[src/rtl/conv3x3_stream.sv]
// conv3x3_stream: streaming 3x3 signed correlation over a raster-order image.
// Two line buffers feed a 3x3 window; products and sum+bias form a 2-stage pipeline.
module conv3x3_stream #(
  parameter int In_d_W  = 8,
  parameter int Wt_W    = 8,
  parameter int Out_d_W = 32,
  parameter int IMG_W   = 28,
  parameter int IMG_H   = 28
) (
  input  logic                      iClk,
  input  logic                      iRsn,
  input  logic                      iInValid,
  input  logic signed [In_d_W-1:0]  iPixel,
  input  logic [9*Wt_W-1:0]         iWeight,
  input  logic signed [Out_d_W-1:0] iBias,
  output logic                      oOutValid,
  output logic signed [Out_d_W-1:0] oOutData
);
  localparam int CW = $clog2(IMG_W);
  localparam int RW = $clog2(IMG_H);
  localparam int PW = In_d_W + Wt_W;
  localparam logic [CW-1:0] COL_LAST = CW'(IMG_W - 1);
  localparam logic [RW-1:0] ROW_LAST = RW'(IMG_H - 1);

  logic [CW-1:0]              col;
  logic [RW-1:0]              row;
  logic signed [In_d_W-1:0]   lineA [IMG_W];
  logic signed [In_d_W-1:0]   lineB [IMG_W];
  logic signed [In_d_W-1:0]   win   [9];
  logic signed [PW-1:0]       prod  [9];
  logic                       v0, v1;
  logic signed [Out_d_W-1:0]  sum;

  always_ff @(posedge iClk or negedge iRsn)
    if (!iRsn) begin
      col       <= '0;
      row       <= '0;
      v0        <= 1'b0;
      v1        <= 1'b0;
      oOutValid <= 1'b0;
      oOutData  <= '0;
    end else begin
      // edge masking keeps stale line-buffer data from the previous frame out of results
      v0        <= iInValid && row >= RW'(2) && col >= CW'(2);
      v1        <= v0;
      oOutValid <= v1;
      if (v1) oOutData <= sum;
      if (iInValid) begin
        col <= col == COL_LAST ? '0 : col + 1'b1;
        if (col == COL_LAST) row <= row == ROW_LAST ? '0 : row + 1'b1;
      end
    end

  // lineA holds row-1, lineB holds row-2; window index 3*i+j, j=2 newest column
  always_ff @(posedge iClk) begin
    if (iInValid) begin
      lineA[col] <= iPixel;
      lineB[col] <= lineA[col];
      for (int r = 0; r < 3; r++) begin
        win[3*r]   <= win[3*r+1];
        win[3*r+1] <= win[3*r+2];
      end
      win[2] <= lineB[col];
      win[5] <= lineA[col];
      win[8] <= iPixel;
    end
    for (int i = 0; i < 9; i++) prod[i] <= win[i] * $signed(iWeight[i*Wt_W +: Wt_W]);
  end

  always_comb begin
    sum = iBias;
    for (int i = 0; i < 9; i++) sum = sum + Out_d_W'(prod[i]);
  end
endmodule

[config.mk]
export PLATFORM = sky130hd
export DESIGN_NAME = conv3x3_stream
export DESIGN_NICKNAME = d
export VERILOG_FILES = /design/src/rtl/conv3x3_stream.sv
export SDC_FILE = /design/constraint.sdc
export NUM_CORES = 2
export LEC_CHECK = 0
export BUFFER_PORTS_ARGS = -buffer_cell sky130_fd_sc_hd__buf_2
export CAP_MARGIN = 10
export CORE_ASPECT_RATIO = 0.7
export CORE_MARGIN = 2
export CORE_UTILIZATION = 35
export CTS_CLUSTER_DIAMETER = 30
export DETAILED_ROUTE_END_ITERATION = 8
export HOLD_SLACK_MARGIN = 0.1
export MAX_ROUTING_LAYER = met4
export SLEW_MARGIN = 10
export SYNTH_ARGS = -nofsm -noshare
export SYNTH_HDL_FRONTEND = slang
export SYNTH_SLANG_ARGS = --single-unit
[constraint.sdc]
create_clock -name iClk -period 5.8 [get_ports iClk]
set_clock_uncertainty 0.15 [all_clocks]
set_input_delay 0.87 -clock iClk [delete_from_list [all_inputs] [get_ports iClk]]
set_output_delay 0.87 -clock iClk [all_outputs]
set_load 0.03 [all_outputs]
After elaboration in Yosys (flattened, before gate mapping). Memory sizes are Yosys's and may differ from the RTL's. Cells that the tools add are included.

Register bits after elaboration: 45. Latch bits: 0. RAM bits: 664. ROM bits: 0. Input port bits: 115. Output and inout port bits: 33. Word-level logic and storage cells: 41. Memories: 4.

Add/sub/neg operators: 11. Multipliers: 9. Div/mod/pow operators: 0. Order comparisons: 2. Equality and inequality tests: 2. Shifts and indexed selects: 0. Multiplexer cells: 4. Bitwise logic cells: 0. Reduce and logical (&&, ||, !) cells: 3.

Memories: lineA (depth 28, bits a word 8, read ports 1, clocked after memory_dff 0, wr ports 1, line 27) `logic signed [In_d_W-1:0] lineA [IMG_W];`; lineB (depth 28, bits a word 8, read ports 1, clocked after memory_dff 0, wr ports 1, line 28) `logic signed [In_d_W-1:0] lineB [IMG_W];`; prod (depth 9, bits a word 16, read ports 9, clocked after memory_dff 0, wr ports 9, line 30) `logic signed [PW-1:0] prod [9];`; win (depth 9, bits a word 8, read ports 9, clocked after memory_dff 0, wr ports 9, line 29) `logic signed [In_d_W-1:0] win [9];`.

Operators with widths (number): $add 32x16->32 (9); $mul 8x8->16 (9); $add 5x1->5 const B (2); $eq 5x5->1 const B (2); $ge 5x2->1 const B (2); $mux 5 (2); $logic_and 1x1->1 (2); $mux 1 (2); $reduce_and 2->1 (1).

Depth between registers and ports, before layout.
Depth in word-level cells: 9. Mapped depth: 19. Depth with buffers taken out: 19.

Worst setup path before layout. OpenSTA, ideal clock, no wires.

Kind: input to register. Start point: in iBias[2]. End point: reg oOutData[25]. Library setup time: 0.125 ns. Arrival time: 5.172 ns. Required time: 5.525 ns. Path slack: 0.354 ns. Stages: 19. Buffers on the path: 0. Cell sequence: inv_1 -> fa_1 -> inv_1 -> fa_1 -> fa_1 -> inv_1 -> fa_1 -> inv_1 -> fa_1 -> inv_1 -> fa_1 -> inv_1 -> a21o_1 -> a211oi_4 -> a2111oi_2 -> nor2_1 -> o21ba_1 -> xnor2_1 -> mux2_2.

Longest elaborated chain between the ends: 9.

RTL lines: from (decl) (line 15) `input logic signed [Out_d_W-1:0] iBias,`; $add 32x16->32 (9 in a row) (line 72) `for (int i = 0; i < 9; i++) sum = sum + Out_d_W'(prod[i]);`; to (signal assigned) (line 47) `if (v1) oOutData <= sum;`; to (decl) (line 17) `output logic signed [Out_d_W-1:0] oOutData`.

Every way passes these cells. A chain may end at the register's enable or synchronous reset.

==> results.txt <==
Buffers & Inverters on Critical Path -> 3
max-slew violation count -> 0
sequential share of the synthesized area -> 0.375
Fillers -> 14100
drt first pass iters -> 5
Startpoint Class -> flop
WP data required -> 6.26 ns
crit path time final -> 5.58 ns
Min-Delay Path Class -> in2async
Critical Path AT -> 6.04 ns
Max Root-Sink Buffers -> 3
post-route clock period utilization -> 0.963
synthesis-to-layout area growth -> 14.3%
xor/xnor cell area share of the yosys netlist -> 0.0258
Setup Crit Path Kind -> reg2reg
Routability Congestion -> 0.865
Nets -> 5593
GRT overflow -> 0
most frequent cells in the layout -> 854 x inv_1, 693 x fa_1, 520 x edfxtp_1
Slowest cell on crit path -> fa_1
row cnt -> 118
dpl hpwl -> 97100 um
Die W -> 466 um
FF-to-FF setup slack -> 0.22 ns
Max Clk Rate -> 0.179 GHz
CP Cell Sequence -> fa_1, inv_1, fa_1, fa_1, fa_1, fa_1, inv_1, ha_1, buf_4, a211oi_1, o21ai_1, a32o_1, nor2_1, o211ai_1, xor2_1, mux2_2
Top delay family on crit path -> adder cells
Synth cell types -> 74
DR vias -> 31100
Initial Util -> 0.353
CP max FO -> 9
first-pass GRT wire length -> 201000 um
RSZ-0062 raised after global routing -> no
largest net degree at the start of global routing -> 50
clk root buf -> clkbuf_16
Critical R2R Capture -> oOutData[28]
vias in the first global route -> 33400
mux cell area share after synthesis -> 0.0590
Max H-tree Level -> 3
layout cell share with drive strength beyond 1 -> 0.128
# IOs -> 148
asr flop ratio synth -> 0.0635
Synth Area in Simple Gates -> 0.0968
initial DRC count -> 2021
combinational family with the most area after synthesis -> adder cells
initial antenna violation count -> 18
Synth Warn # -> 0
core footprint -> 0.148 mm2
status -> completed
Final setup viols -> 0
# DRC -> 0
reg2reg start -> prod[4][15]
Worst-path clk slew -> 0.06 ns
compound-cell area share of the yosys netlist -> 0.0408
PortBufs -> 147
Min Hold Slack -> 0.139 ns
Post-synth EDFFs -> 520
Crit. End Element -> flop
post-synthesis register bit count -> 709
FF-to-FF path depth -> 16
Max-Cap Viols -> 0
cell count after synthesis -> 4213
area share of fa/ha/maj cells after synthesis -> 0.337
syn_nets -> 5323
commonest non-fill, non-tap cell in the layout -> inv_1
CP most frequent cell -> fa_1
clock sinks -> 709
DR WL/cell -> 19.2 um
syn avg cell area -> 12.4 um2
Clock Latency Late Sink -> 0.72 ns
slowest stage delay, CP -> 0.55 ns
post-synthesis cell area -> 0.0524 mm2
max_slew headroom -> 0.245
Fin. Hold Viols -> 0
cts hold-fix bufs -> 0
Total GRT Usage -> 0.177
top_reg_cell synth -> edfxtp_1
Num CTS Buffers -> 108
CTS tree -> done
antenna viol nets, final -> 0
via density per instance -> 4.74
Die Y -> 328 um
final wirelength -> 126000 um
Die ar. -> 0.153 mm2
Worst-Margin Slew -> 1.13 ns
[cells by family after synthesis]
| kind of cell | Yosys count |
|---|---|
| AO/OA/AOI/OAI | 310 |
| multiplexers | 166 |
| adder cells (fa/ha/maj) | 995 |
| AND/OR/NAND/NOR | 963 |
| buffers and inverters | 916 |
| XOR/XNOR | 154 |
| flip-flops | 709 |
[worst register-to-register path: stages (launching register included)]
cell      delay (ns)
dfxtp_1         0.41
fa_1            0.52
inv_1           0.38
fa_1            0.52
fa_1            0.55
fa_1            0.45
fa_1            0.49
inv_1           0.04
ha_1            0.28
buf_4           0.16
a211oi_1        0.29
o21ai_1         0.18
a32o_1          0.29
nor2_1          0.19
o211ai_1        0.15
xor2_1          0.16
mux2_2          0.26
[synthesized netlist by cell type (4+ instances only)]
cell type | count | area, um2
a21oi_1 | 62 | 310
o311a_1 | 5 | 50.1
a21o_1 | 27 | 203
o221ai_1 | 16 | 140
o311ai_1 | 8 | 70.1
or3_1 | 14 | 87.6
nand3b_1 | 8 | 60.1
xor2_1 | 18 | 158
or2_2 | 7 | 43.8
mux4_2 | 112 | 2520
mux2i_1 | 34 | 340
a211oi_1 | 4 | 30.0
a21boi_0 | 27 | 203
a31oi_1 | 12 | 75.1
nand4_1 | 5 | 31.3
a21boi_1 | 4 | 30.0
nand3_1 | 26 | 130
buf_2 | 15 | 75.1
o211ai_1 | 10 | 75.1
o21a_1 | 6 | 45.0
nor2b_1 | 17 | 106
edfxtp_1 | 520 | 15600
mux2_2 | 20 | 225
nand2_1 | 273 | 1020
dfrtp_1 | 45 | 1130
and3_1 | 28 | 175
a22o_1 | 12 | 105
dfxtp_1 | 144 | 2880
xnor2_1 | 136 | 1190
and2_1 | 351 | 2200
ha_1 | 302 | 3780
o21ai_1 | 14 | 70.1
o31ai_1 | 4 | 30.0
nor3_1 | 36 | 180
clkbuf_1 | 39 | 146
inv_1 | 855 | 3210
buf_1 | 7 | 26.3
fa_1 | 693 | 13900
o2111ai_1 | 4 | 35.0
a2111oi_0 | 4 | 35.0
nor2_1 | 101 | 379
o21ai_0 | 61 | 305
nand2b_1 | 78 | 488
[how the worst max path moves through the flow]
stage | start | end | slack [ns] | cells after the start
after floorplan | iBias[2] | oOutData[25] | 0.35 | 19
after global placement | iBias[4] | oOutData[25] | -0.28 | 19
after detailed placement | iBias[4] | oOutData[25] | -0.30 | 19
after CTS | prod[5][15] | oOutData[25] | 0.17 | 16
after global routing | prod[5][15] | oOutData[28] | 0.02 | 17
final | prod[4][15] | oOutData[28] | 0.22 | 16
[final cells by class]
cell class              count  area [um2]  area share
flip-flops and latches    709       19600       0.328
clock buffers             118        2760      0.0461
well taps                1980        2480      0.0414
repair buffers            221        1300      0.0217
inverters                 855        3210      0.0537
multi-input cells        2588       29400       0.491
clock inverters            87        1090      0.0181
diodes                      6        15.0    0.000251
[metal layers]
layer	GRT usage	share of wire	vias to the layer above
met5	-	0	-
met4	0.0370	0.021	0
met3	0.0207	0.043	172
met2	0.275	0.47	668
met1	0.249	0.47	16000
li1	-	-	14300
[metrics by stage]
stage | utilization | TNS [ns] | cells | setup WS (ns) | area [um2]
finish | 0.404 | 0 | 6564 | 0.217 | 59900
global route | 0.404 | 0 | 6560 | 0.0238 | 59900
CTS | 0.404 | 0 | 6556 | 0.166 | 59800
detailed placement | 0.378 | -2.34 | 6351 | -0.297 | 56000
global placement | 0.378 | -1.91 | 6351 | -0.281 | 56000
floorplan | - | 0 | 4213 | 0.354 | 52400
[repair_timing]
item,CTS,global route
hold endpoints to repair,0,0
setup endpoints to repair,0,5
gates resized for setup,0,2
buffers inserted,0,1
[flip-flops by register name, summed over array words and instances (netlist names)]
name and flops:
lineA 224, win 72, oOutValid 1, col 5
oOutData 32, v0 1, row 5, prod 144
v1 1, lineB 224
Power is left out: the tool's default activity adds up to more than one toggle a clock period on the data nets, which glitch-free logic cannot reach.
